==> config.mk <==
export PLATFORM = sky130hd
export DESIGN_NAME = pipe_regs_dam_flat
export DESIGN_NICKNAME = d
export VERILOG_FILES = /design/src/rtl/pipe_regs_dam_if.sv /design/src/rtl/pipe_regs_dam.sv /design/src/flat_wrapper.sv
export SDC_FILE = /design/constraint.sdc
export NUM_CORES = 1
export LEC_CHECK = 0
export ABC_AREA = 1
export CAP_MARGIN = 10
export CORE_AREA = 2 2 163 165
export CTS_CLUSTER_DIAMETER = 60
export DETAILED_ROUTE_END_ITERATION = 6
export DIE_AREA = 0 0 165 167
export GPL_ROUTABILITY_DRIVEN = 0
export PLACE_DENSITY = 0.66
export SYNTH_ARGS = -nofsm -noshare
export SYNTH_HDL_FRONTEND = slang
export SYNTH_SLANG_ARGS = --single-unit
==> constraint.sdc <==
create_clock -name clk -period 1.3 [get_ports clk]
set_input_delay 0.26 -clock clk [delete_from_list [all_inputs] [get_ports clk]]
set_output_delay 0.26 -clock clk [all_outputs]
set_load 0.005 [all_outputs]
==> src/rtl/pipe_regs_dam_if.sv <==
// Bus bundle for the D/A/M pipeline register block: stage inputs, stage outputs
// and the externally computed ALU result that feeds the M stage.
interface pipe_regs_dam_if #(
    parameter int INSTR_WIDTH  = 32,
    parameter int PC_WIDTH     = 5,
    parameter int REG_WIDTH    = 32,
    parameter int REG_SELECT   = 5,
    parameter int ALU_OP_WIDTH = 4
);
    logic [INSTR_WIDTH-1:0]  d_i_instruction;
    logic [PC_WIDTH-1:0]     d_i_pc;
    logic [INSTR_WIDTH-1:0]  d_o_instruction;
    logic [PC_WIDTH-1:0]     d_o_pc;

    logic [REG_WIDTH-1:0]    a_i_reg_a;
    logic [REG_WIDTH-1:0]    a_i_reg_b;
    logic [REG_WIDTH-1:0]    a_i_offset;
    logic [REG_SELECT-1:0]   a_i_reg_a_select;
    logic [REG_SELECT-1:0]   a_i_reg_b_select;
    logic [REG_SELECT-1:0]   a_i_reg_c_select;
    logic                    a_i_is_write;
    logic                    a_i_is_load;
    logic                    a_i_is_store;
    logic [ALU_OP_WIDTH-1:0] a_i_alu_op;

    logic [REG_WIDTH-1:0]    a_o_reg_a;
    logic [REG_WIDTH-1:0]    a_o_reg_b;
    logic [REG_WIDTH-1:0]    a_o_offset;
    logic [REG_SELECT-1:0]   a_o_reg_a_select;
    logic [REG_SELECT-1:0]   a_o_reg_b_select;
    logic [REG_SELECT-1:0]   a_o_reg_c_select;
    logic                    a_o_is_write;
    logic                    a_o_is_load;
    logic                    a_o_is_store;
    logic [ALU_OP_WIDTH-1:0] a_o_alu_op;

    logic [REG_WIDTH-1:0]    m_i_alu_data;
    logic [REG_WIDTH-1:0]    m_o_reg_b;
    logic [REG_WIDTH-1:0]    m_o_alu_data;
    logic [REG_SELECT-1:0]   m_o_reg_c_select;
    logic                    m_o_is_write;
    logic                    m_o_is_load;
    logic                    m_o_is_store;

    modport slave (
        input  d_i_instruction, d_i_pc,
        input  a_i_reg_a, a_i_reg_b, a_i_offset,
        input  a_i_reg_a_select, a_i_reg_b_select, a_i_reg_c_select,
        input  a_i_is_write, a_i_is_load, a_i_is_store, a_i_alu_op,
        input  m_i_alu_data,
        output d_o_instruction, d_o_pc,
        output a_o_reg_a, a_o_reg_b, a_o_offset,
        output a_o_reg_a_select, a_o_reg_b_select, a_o_reg_c_select,
        output a_o_is_write, a_o_is_load, a_o_is_store, a_o_alu_op,
        output m_o_reg_b, m_o_alu_data, m_o_reg_c_select,
        output m_o_is_write, m_o_is_load, m_o_is_store
    );

    modport master (
        output d_i_instruction, d_i_pc,
        output a_i_reg_a, a_i_reg_b, a_i_offset,
        output a_i_reg_a_select, a_i_reg_b_select, a_i_reg_c_select,
        output a_i_is_write, a_i_is_load, a_i_is_store, a_i_alu_op,
        output m_i_alu_data,
        input  d_o_instruction, d_o_pc,
        input  a_o_reg_a, a_o_reg_b, a_o_offset,
        input  a_o_reg_a_select, a_o_reg_b_select, a_o_reg_c_select,
        input  a_o_is_write, a_o_is_load, a_o_is_store, a_o_alu_op,
        input  m_o_reg_b, m_o_alu_data, m_o_reg_c_select,
        input  m_o_is_write, m_o_is_load, m_o_is_store
    );
endinterface

==> src/rtl/pipe_regs_dam.sv <==
// Three in-order pipeline register stages (D, A, M) sharing one stall enable;
// D can additionally be squashed to a bubble by flush.
module pipe_regs_dam #(
    parameter int INSTR_WIDTH  = 32,
    parameter int PC_WIDTH     = 5,
    parameter int REG_WIDTH    = 32,
    parameter int REG_SELECT   = 5,
    parameter int ALU_OP_WIDTH = 4
) (
    input  logic               clk,
    input  logic               rst,
    input  logic               enable,
    input  logic               flush,
    pipe_regs_dam_if.slave     bus
);

    logic [INSTR_WIDTH-1:0]  d_instruction_r, d_instruction_s;
    logic [PC_WIDTH-1:0]     d_pc_r, d_pc_s;

    logic [REG_WIDTH-1:0]    a_reg_a_r, a_reg_a_s;
    logic [REG_WIDTH-1:0]    a_reg_b_r, a_reg_b_s;
    logic [REG_WIDTH-1:0]    a_offset_r, a_offset_s;
    logic [REG_SELECT-1:0]   a_reg_a_select_r, a_reg_a_select_s;
    logic [REG_SELECT-1:0]   a_reg_b_select_r, a_reg_b_select_s;
    logic [REG_SELECT-1:0]   a_reg_c_select_r, a_reg_c_select_s;
    logic                    a_is_write_r, a_is_write_s;
    logic                    a_is_load_r, a_is_load_s;
    logic                    a_is_store_r, a_is_store_s;
    logic [ALU_OP_WIDTH-1:0] a_alu_op_r, a_alu_op_s;

    logic [REG_WIDTH-1:0]    m_reg_b_r, m_reg_b_s;
    logic [REG_WIDTH-1:0]    m_alu_data_r, m_alu_data_s;
    logic [REG_SELECT-1:0]   m_reg_c_select_r, m_reg_c_select_s;
    logic                    m_is_write_r, m_is_write_s;
    logic                    m_is_load_r, m_is_load_s;
    logic                    m_is_store_r, m_is_store_s;

    // D stage next value: flush squashes to a bubble even while stalled
    always_comb begin
        d_instruction_s = d_instruction_r;
        d_pc_s          = d_pc_r;
        if (flush) begin
            d_instruction_s = '0;
            d_pc_s          = '0;
        end else if (enable) begin
            d_instruction_s = bus.d_i_instruction;
            d_pc_s          = bus.d_i_pc;
        end else begin
            d_instruction_s = d_instruction_r;
            d_pc_s          = d_pc_r;
        end
    end

    // A stage next value: plain capture-or-hold
    always_comb begin
        a_reg_a_s        = a_reg_a_r;
        a_reg_b_s        = a_reg_b_r;
        a_offset_s       = a_offset_r;
        a_reg_a_select_s = a_reg_a_select_r;
        a_reg_b_select_s = a_reg_b_select_r;
        a_reg_c_select_s = a_reg_c_select_r;
        a_is_write_s     = a_is_write_r;
        a_is_load_s      = a_is_load_r;
        a_is_store_s     = a_is_store_r;
        a_alu_op_s       = a_alu_op_r;
        if (enable) begin
            a_reg_a_s        = bus.a_i_reg_a;
            a_reg_b_s        = bus.a_i_reg_b;
            a_offset_s       = bus.a_i_offset;
            a_reg_a_select_s = bus.a_i_reg_a_select;
            a_reg_b_select_s = bus.a_i_reg_b_select;
            a_reg_c_select_s = bus.a_i_reg_c_select;
            a_is_write_s     = bus.a_i_is_write;
            a_is_load_s      = bus.a_i_is_load;
            a_is_store_s     = bus.a_i_is_store;
            a_alu_op_s       = bus.a_i_alu_op;
        end else begin
            a_alu_op_s       = a_alu_op_r;
        end
    end

    // M stage next value: fed from the current A registers, not the A inputs
    always_comb begin
        m_reg_b_s        = m_reg_b_r;
        m_alu_data_s     = m_alu_data_r;
        m_reg_c_select_s = m_reg_c_select_r;
        m_is_write_s     = m_is_write_r;
        m_is_load_s      = m_is_load_r;
        m_is_store_s     = m_is_store_r;
        if (enable) begin
            m_reg_b_s        = a_reg_b_r;
            m_alu_data_s     = bus.m_i_alu_data;
            m_reg_c_select_s = a_reg_c_select_r;
            m_is_write_s     = a_is_write_r;
            m_is_load_s      = a_is_load_r;
            m_is_store_s     = a_is_store_r;
        end else begin
            m_alu_data_s     = m_alu_data_r;
        end
    end

    // Stage registers with synchronous reset overriding flush and enable
    always_ff @(posedge clk) begin
        if (rst) begin
            d_instruction_r  <= '0;
            d_pc_r           <= '0;
            a_reg_a_r        <= '0;
            a_reg_b_r        <= '0;
            a_offset_r       <= '0;
            a_reg_a_select_r <= '0;
            a_reg_b_select_r <= '0;
            a_reg_c_select_r <= '0;
            a_is_write_r     <= 1'b0;
            a_is_load_r      <= 1'b0;
            a_is_store_r     <= 1'b0;
            a_alu_op_r       <= '0;
            m_reg_b_r        <= '0;
            m_alu_data_r     <= '0;
            m_reg_c_select_r <= '0;
            m_is_write_r     <= 1'b0;
            m_is_load_r      <= 1'b0;
            m_is_store_r     <= 1'b0;
        end else begin
            d_instruction_r  <= d_instruction_s;
            d_pc_r           <= d_pc_s;
            a_reg_a_r        <= a_reg_a_s;
            a_reg_b_r        <= a_reg_b_s;
            a_offset_r       <= a_offset_s;
            a_reg_a_select_r <= a_reg_a_select_s;
            a_reg_b_select_r <= a_reg_b_select_s;
            a_reg_c_select_r <= a_reg_c_select_s;
            a_is_write_r     <= a_is_write_s;
            a_is_load_r      <= a_is_load_s;
            a_is_store_r     <= a_is_store_s;
            a_alu_op_r       <= a_alu_op_s;
            m_reg_b_r        <= m_reg_b_s;
            m_alu_data_r     <= m_alu_data_s;
            m_reg_c_select_r <= m_reg_c_select_s;
            m_is_write_r     <= m_is_write_s;
            m_is_load_r      <= m_is_load_s;
            m_is_store_r     <= m_is_store_s;
        end
    end

    assign bus.d_o_instruction  = d_instruction_r;
    assign bus.d_o_pc           = d_pc_r;
    assign bus.a_o_reg_a        = a_reg_a_r;
    assign bus.a_o_reg_b        = a_reg_b_r;
    assign bus.a_o_offset       = a_offset_r;
    assign bus.a_o_reg_a_select = a_reg_a_select_r;
    assign bus.a_o_reg_b_select = a_reg_b_select_r;
    assign bus.a_o_reg_c_select = a_reg_c_select_r;
    assign bus.a_o_is_write     = a_is_write_r;
    assign bus.a_o_is_load      = a_is_load_r;
    assign bus.a_o_is_store     = a_is_store_r;
    assign bus.a_o_alu_op       = a_alu_op_r;
    assign bus.m_o_reg_b        = m_reg_b_r;
    assign bus.m_o_alu_data     = m_alu_data_r;
    assign bus.m_o_reg_c_select = m_reg_c_select_r;
    assign bus.m_o_is_write     = m_is_write_r;
    assign bus.m_o_is_load      = m_is_load_r;
    assign bus.m_o_is_store     = m_is_store_r;

endmodule

==> src/flat_wrapper.sv <==
// flat-port wrapper written by rule: the top's interface ports become plain ports
module pipe_regs_dam_flat 
#(
    parameter int INSTR_WIDTH  = 32,
    parameter int PC_WIDTH     = 5,
    parameter int REG_WIDTH    = 32,
    parameter int REG_SELECT   = 5,
    parameter int ALU_OP_WIDTH = 4
)
  (clk, rst, enable, flush, bus_d_i_instruction, bus_d_i_pc, bus_a_i_reg_a, bus_a_i_reg_b, bus_a_i_offset, bus_a_i_reg_a_select, bus_a_i_reg_b_select, bus_a_i_reg_c_select, bus_a_i_is_write, bus_a_i_is_load, bus_a_i_is_store, bus_a_i_alu_op, bus_m_i_alu_data, bus_d_o_instruction, bus_d_o_pc, bus_a_o_reg_a, bus_a_o_reg_b, bus_a_o_offset, bus_a_o_reg_a_select, bus_a_o_reg_b_select, bus_a_o_reg_c_select, bus_a_o_is_write, bus_a_o_is_load, bus_a_o_is_store, bus_a_o_alu_op, bus_m_o_reg_b, bus_m_o_alu_data, bus_m_o_reg_c_select, bus_m_o_is_write, bus_m_o_is_load, bus_m_o_is_store);
  pipe_regs_dam_if #(.INSTR_WIDTH(INSTR_WIDTH), .PC_WIDTH(PC_WIDTH), .REG_WIDTH(REG_WIDTH), .REG_SELECT(REG_SELECT), .ALU_OP_WIDTH(ALU_OP_WIDTH)) bus_i ();
  input  logic clk;
  input  logic rst;
  input  logic enable;
  input  logic flush;
  input wire logic [$bits(bus_i.d_i_instruction)-1:0] bus_d_i_instruction;
  input wire logic [$bits(bus_i.d_i_pc)-1:0] bus_d_i_pc;
  input wire logic [$bits(bus_i.a_i_reg_a)-1:0] bus_a_i_reg_a;
  input wire logic [$bits(bus_i.a_i_reg_b)-1:0] bus_a_i_reg_b;
  input wire logic [$bits(bus_i.a_i_offset)-1:0] bus_a_i_offset;
  input wire logic [$bits(bus_i.a_i_reg_a_select)-1:0] bus_a_i_reg_a_select;
  input wire logic [$bits(bus_i.a_i_reg_b_select)-1:0] bus_a_i_reg_b_select;
  input wire logic [$bits(bus_i.a_i_reg_c_select)-1:0] bus_a_i_reg_c_select;
  input wire logic [$bits(bus_i.a_i_is_write)-1:0] bus_a_i_is_write;
  input wire logic [$bits(bus_i.a_i_is_load)-1:0] bus_a_i_is_load;
  input wire logic [$bits(bus_i.a_i_is_store)-1:0] bus_a_i_is_store;
  input wire logic [$bits(bus_i.a_i_alu_op)-1:0] bus_a_i_alu_op;
  input wire logic [$bits(bus_i.m_i_alu_data)-1:0] bus_m_i_alu_data;
  output wire logic [$bits(bus_i.d_o_instruction)-1:0] bus_d_o_instruction;
  output wire logic [$bits(bus_i.d_o_pc)-1:0] bus_d_o_pc;
  output wire logic [$bits(bus_i.a_o_reg_a)-1:0] bus_a_o_reg_a;
  output wire logic [$bits(bus_i.a_o_reg_b)-1:0] bus_a_o_reg_b;
  output wire logic [$bits(bus_i.a_o_offset)-1:0] bus_a_o_offset;
  output wire logic [$bits(bus_i.a_o_reg_a_select)-1:0] bus_a_o_reg_a_select;
  output wire logic [$bits(bus_i.a_o_reg_b_select)-1:0] bus_a_o_reg_b_select;
  output wire logic [$bits(bus_i.a_o_reg_c_select)-1:0] bus_a_o_reg_c_select;
  output wire logic [$bits(bus_i.a_o_is_write)-1:0] bus_a_o_is_write;
  output wire logic [$bits(bus_i.a_o_is_load)-1:0] bus_a_o_is_load;
  output wire logic [$bits(bus_i.a_o_is_store)-1:0] bus_a_o_is_store;
  output wire logic [$bits(bus_i.a_o_alu_op)-1:0] bus_a_o_alu_op;
  output wire logic [$bits(bus_i.m_o_reg_b)-1:0] bus_m_o_reg_b;
  output wire logic [$bits(bus_i.m_o_alu_data)-1:0] bus_m_o_alu_data;
  output wire logic [$bits(bus_i.m_o_reg_c_select)-1:0] bus_m_o_reg_c_select;
  output wire logic [$bits(bus_i.m_o_is_write)-1:0] bus_m_o_is_write;
  output wire logic [$bits(bus_i.m_o_is_load)-1:0] bus_m_o_is_load;
  output wire logic [$bits(bus_i.m_o_is_store)-1:0] bus_m_o_is_store;
  assign bus_i.d_i_instruction = bus_d_i_instruction;
  assign bus_i.d_i_pc = bus_d_i_pc;
  assign bus_i.a_i_reg_a = bus_a_i_reg_a;
  assign bus_i.a_i_reg_b = bus_a_i_reg_b;
  assign bus_i.a_i_offset = bus_a_i_offset;
  assign bus_i.a_i_reg_a_select = bus_a_i_reg_a_select;
  assign bus_i.a_i_reg_b_select = bus_a_i_reg_b_select;
  assign bus_i.a_i_reg_c_select = bus_a_i_reg_c_select;
  assign bus_i.a_i_is_write = bus_a_i_is_write;
  assign bus_i.a_i_is_load = bus_a_i_is_load;
  assign bus_i.a_i_is_store = bus_a_i_is_store;
  assign bus_i.a_i_alu_op = bus_a_i_alu_op;
  assign bus_i.m_i_alu_data = bus_m_i_alu_data;
  assign bus_d_o_instruction = bus_i.d_o_instruction;
  assign bus_d_o_pc = bus_i.d_o_pc;
  assign bus_a_o_reg_a = bus_i.a_o_reg_a;
  assign bus_a_o_reg_b = bus_i.a_o_reg_b;
  assign bus_a_o_offset = bus_i.a_o_offset;
  assign bus_a_o_reg_a_select = bus_i.a_o_reg_a_select;
  assign bus_a_o_reg_b_select = bus_i.a_o_reg_b_select;
  assign bus_a_o_reg_c_select = bus_i.a_o_reg_c_select;
  assign bus_a_o_is_write = bus_i.a_o_is_write;
  assign bus_a_o_is_load = bus_i.a_o_is_load;
  assign bus_a_o_is_store = bus_i.a_o_is_store;
  assign bus_a_o_alu_op = bus_i.a_o_alu_op;
  assign bus_m_o_reg_b = bus_i.m_o_reg_b;
  assign bus_m_o_alu_data = bus_i.m_o_alu_data;
  assign bus_m_o_reg_c_select = bus_i.m_o_reg_c_select;
  assign bus_m_o_is_write = bus_i.m_o_is_write;
  assign bus_m_o_is_load = bus_i.m_o_is_load;
  assign bus_m_o_is_store = bus_i.m_o_is_store;
  pipe_regs_dam #(.INSTR_WIDTH(INSTR_WIDTH), .PC_WIDTH(PC_WIDTH), .REG_WIDTH(REG_WIDTH), .REG_SELECT(REG_SELECT), .ALU_OP_WIDTH(ALU_OP_WIDTH)) u_core (.clk(clk), .rst(rst), .enable(enable), .flush(flush), .bus(bus_i));
endmodule
==> impl_metrics.env <==
export IMPL_clk_pin_slew_worst_paths_ns=0.06
export IMPL_antenna_left=0
export IMPL_drc_errors=0
export IMPL_maxCapViolCount=0
export IMPL_cpMaxStageDelayCell="dfxtp_1"
export IMPL_met3_length_mm=2.30
export IMPL_seq_area_um2=4770
export IMPL_grt_pass1_vias=7990
export IMPL_syn_area_per_cell_um2=7.62
export IMPL_p_total_w=0.0185
export IMPL_status="finished, final reports clean"
export IMPL_fmaxAchievable_ghz=0.795
export IMPL_fin_worst_skew_ns=0.0107
export IMPL_wl_per_cell_um=14.8
export IMPL_slowest_delay_ns=0.33
export IMPL_cts_tree="built"
export IMPL_place_ws_ns=-0.191
export IMPL_cp_max_fo=2
export IMPL_yosys_warnings=0
export IMPL_num_antenna_cells=0
export IMPL_drive_above_1_share_pct=34.1
export IMPL_synth_distinct_cells=13
export IMPL_fillers=2475
export IMPL_synthArstFlopShare_pct=0
export IMPL_swShare_pct=23.2
export IMPL_drt_iter0_drc=480
export IMPL_io_pins=418
export IMPL_clk_latency_ns=0.53
export IMPL_combPwrFrac_pct=12.7
export IMPL_synth_edf_count=0
export IMPL_placedCellCount=1777
export IMPL_fp_dieW_um=165
export IMPL_relSlewSlack_pct=73.8
export IMPL_fin_util_pct=50.5
export IMPL_power_net_switching_w=0.00429
export IMPL_holdBufCountCts=0
export IMPL_cp_cell_sequence="buf_2"
export IMPL_syn2layout_area_growth_pct=61.6
export IMPL_hp_class="in -> reg"
export IMPL_cts_sinks=227
export IMPL_drt_met1_wl_mm=11.4
export IMPL_synthesis_nets=1248
export IMPL_power_density_nw_per_um2=1420
export IMPL_grt_usage_pct=19.0
export IMPL_intPower_w=0.0142
export IMPL_yosys_area_top_type="dfxtp_1"
export IMPL_die_h_um=167
export IMPL_cts_root_buffer="clkbuf_16"
export IMPL_ys_ff_latch=227
export IMPL_fin_ws_ns=0.0421
export IMPL_final_hold_violation_count=0
export IMPL_cp_buffers_inverters=1
export IMPL_peakVddDrop_mv=1.09
export IMPL_pwr_share_clk_pct=45.8
export IMPL_port_buffers=417
export IMPL_setup_violations=0
export IMPL_initial_core_util_pct=31.3
export IMPL_fin_crit_sh_pct=96.8
export IMPL_synth_area_leaders="dfxtp_1, nor2_1, o21ai_0"
export IMPL_layoutNonFillerInstCount=1849
export IMPL_fin_setup_tns_ns=0
export IMPL_routed_wl_mm=27.4
export IMPL_worstSetupPathType="reg -> out"
export IMPL_leakagePower_nw=6.23
export IMPL_synth_most_common_cell="nor2_1"
export IMPL_startpoint_type="register"
export IMPL_fin_crit_ns=1.26
export IMPL_crit_path_end_kind="output pin"
export IMPL_vias_per_cell=4.43
export IMPL_clockBufferDepth=3
export IMPL_worstMarginPinSlew_ns=0.392
export IMPL_seq_power_share_pct=41.5
export IMPL_cp_required_ns=1.04
export IMPL_num_nets_final=1684
export IMPL_synthDominantCellAreaShare_pct=56.4
export IMPL_die_area_um2=27600
export IMPL_synth_ff_type="dfxtp_1"
export IMPL_grt_pass1_wl_mm=42.6
export IMPL_highest_layer="met4"
export IMPL_wl_met2_mm=12.8
export IMPL_grt_max_degree=93
export IMPL_vias=8199
export IMPL_row_count=59
export IMPL_core_area_um2=25800
export IMPL_grt_ovfl_total=0
export IMPL_htreeDepth=1
export IMPL_drtPass1Iterations=6
export IMPL_hpwlAfterDp_mm=19.4
export IMPL_drv_slew=0
export IMPL_rsz0062_at_grt="no"
export IMPL_syn_inst=1057
export IMPL_arrival_ns=1.00
export IMPL_ys_seq_area_share_pct=56.4
export IMPL_multi_input_area_um2=2940
export IMPL_cts_made_buffers=28
export IMPL_crit_family="flip-flops"
export IMPL_synth_common_cells="nor2_1, dfxtp_1, o21ai_0"
export IMPL_antenna_found_initial=0
export IMPL_netlist_area_um2=8060
## power by group through the flow
stage | logic, W | clock network, W | registers (W)
final | 0.00235 | 0.00849 | 0.00770
after global routing | 0.00260 | 0.00893 | 0.00775
after CTS | 0.00236 | 0.00865 | 0.00769
after detailed placement | 0.00269 | 0 | 0.00780
after global placement | 0.00267 | 0 | 0.00779
after floorplan | 0.000831 | 0 | 0.00782
## layer usage
layer  global-route usage [%]  up-vias
li1                         -     4171
met1                     23.4     3666
met2                     31.9      305
met3                     4.83       57
met4                     7.18        0
met5                        0        -
## cell usage in the layout (no fill, tap or decap), types with 2 or more instances in the layout
| cell type | n |
|---|---|
| o21ai_0 | 190 |
| clkdlybuf4s50_1 | 189 |
| inv_6 | 2 |
| dfxtp_2 | 177 |
| inv_1 | 37 |
| buf_6 | 4 |
| clkbuf_8 | 8 |
| dfxtp_1 | 49 |
| clkbuf_16 | 29 |
| bufinv_16 | 5 |
| nand2_1 | 74 |
| clkbuf_1 | 4 |
| buf_4 | 47 |
| buf_12 | 15 |
| nor2_1 | 454 |
| clkinv_2 | 4 |
| buf_2 | 223 |
## final cells by class
cell class	count	area share [%]
clock inverters	10	1.37
flip-flops and latches	227	36.6
clock buffers	41	6.54
multi-input cells	719	22.6
inverters	39	1.18
well taps	335	3.22
repair buffers	478	28.5
## flip-flops by register name, summed over array words and instances (netlist names)
name and cells:
u_core.bus.a_o_reg_a 32, u_core.bus.m_o_reg_c_select 5, u_core.bus.a_o_reg_a_select 5, u_core.bus.m_o_alu_data 32, u_core.bus.a_o_is_store 1, u_core.bus.d_o_pc 5
u_core.bus.a_o_is_load 1, u_core.bus.m_o_reg_b 32, u_core.bus.a_o_offset 32, u_core.bus.d_o_instruction 32, u_core.bus.a_o_alu_op 4, u_core.bus.a_o_reg_b_select 5
u_core.bus.m_o_is_write 1, u_core.bus.a_o_reg_b 32, u_core.bus.m_o_is_store 1, u_core.bus.m_o_is_load 1, u_core.bus.a_o_is_write 1, u_core.bus.a_o_reg_c_select 5
## cells by family (layout without fill, tap and decap cells)
family          count (synthesis)  count (layout)  synth area share, %
compound gates                190             190                 11.8
simple gates                  529             529                 24.7
buf+inv                       111             568                 7.10
flops                         227             227                 56.4
## metrics by stage
stage | hold slack, ns | area, µm²
final | 0.119 | 13000
after global routing | 0.125 | 13000
after CTS | 0.0973 | 13000
after detailed placement | 0.462 | 12700
after global placement | 0.459 | 12700
after floorplan | 0.395 | 8060
## worst paths after layout
path | from | to | slack (ns) | depth (start not counted)
worst max-delay path | u_core.bus.m_o_reg_b[7]$_SDFFE_PP0P_ | bus_m_o_reg_b[7] | 0.04 | 1
worst min-delay path | enable | u_core.bus.a_o_reg_a[17]$_SDFFE_PP0P_ | 0.12 | 4
worst max register to register | u_core.bus.a_o_reg_b[17]$_SDFFE_PP0P_ | u_core.bus.a_o_reg_b[17]$_SDFFE_PP0P_ | 0.51 | 3
worst min register to register | u_core.bus.d_o_instruction[8]$_SDFFE_PP0P_ | u_core.bus.d_o_instruction[8]$_SDFFE_PP0P_ | 0.46 | 2
## what timing repair did
| item | in CTS | in global routing |
|---|---|---|
| setup buffers | 21 | 0 |
| gates resized for setup | 1079 | 10 |
| hold endpoints to repair | 0 | 0 |
| endpoints found under the setup margin | 227 | 9 |
Power figures use the tool's default switching activity.
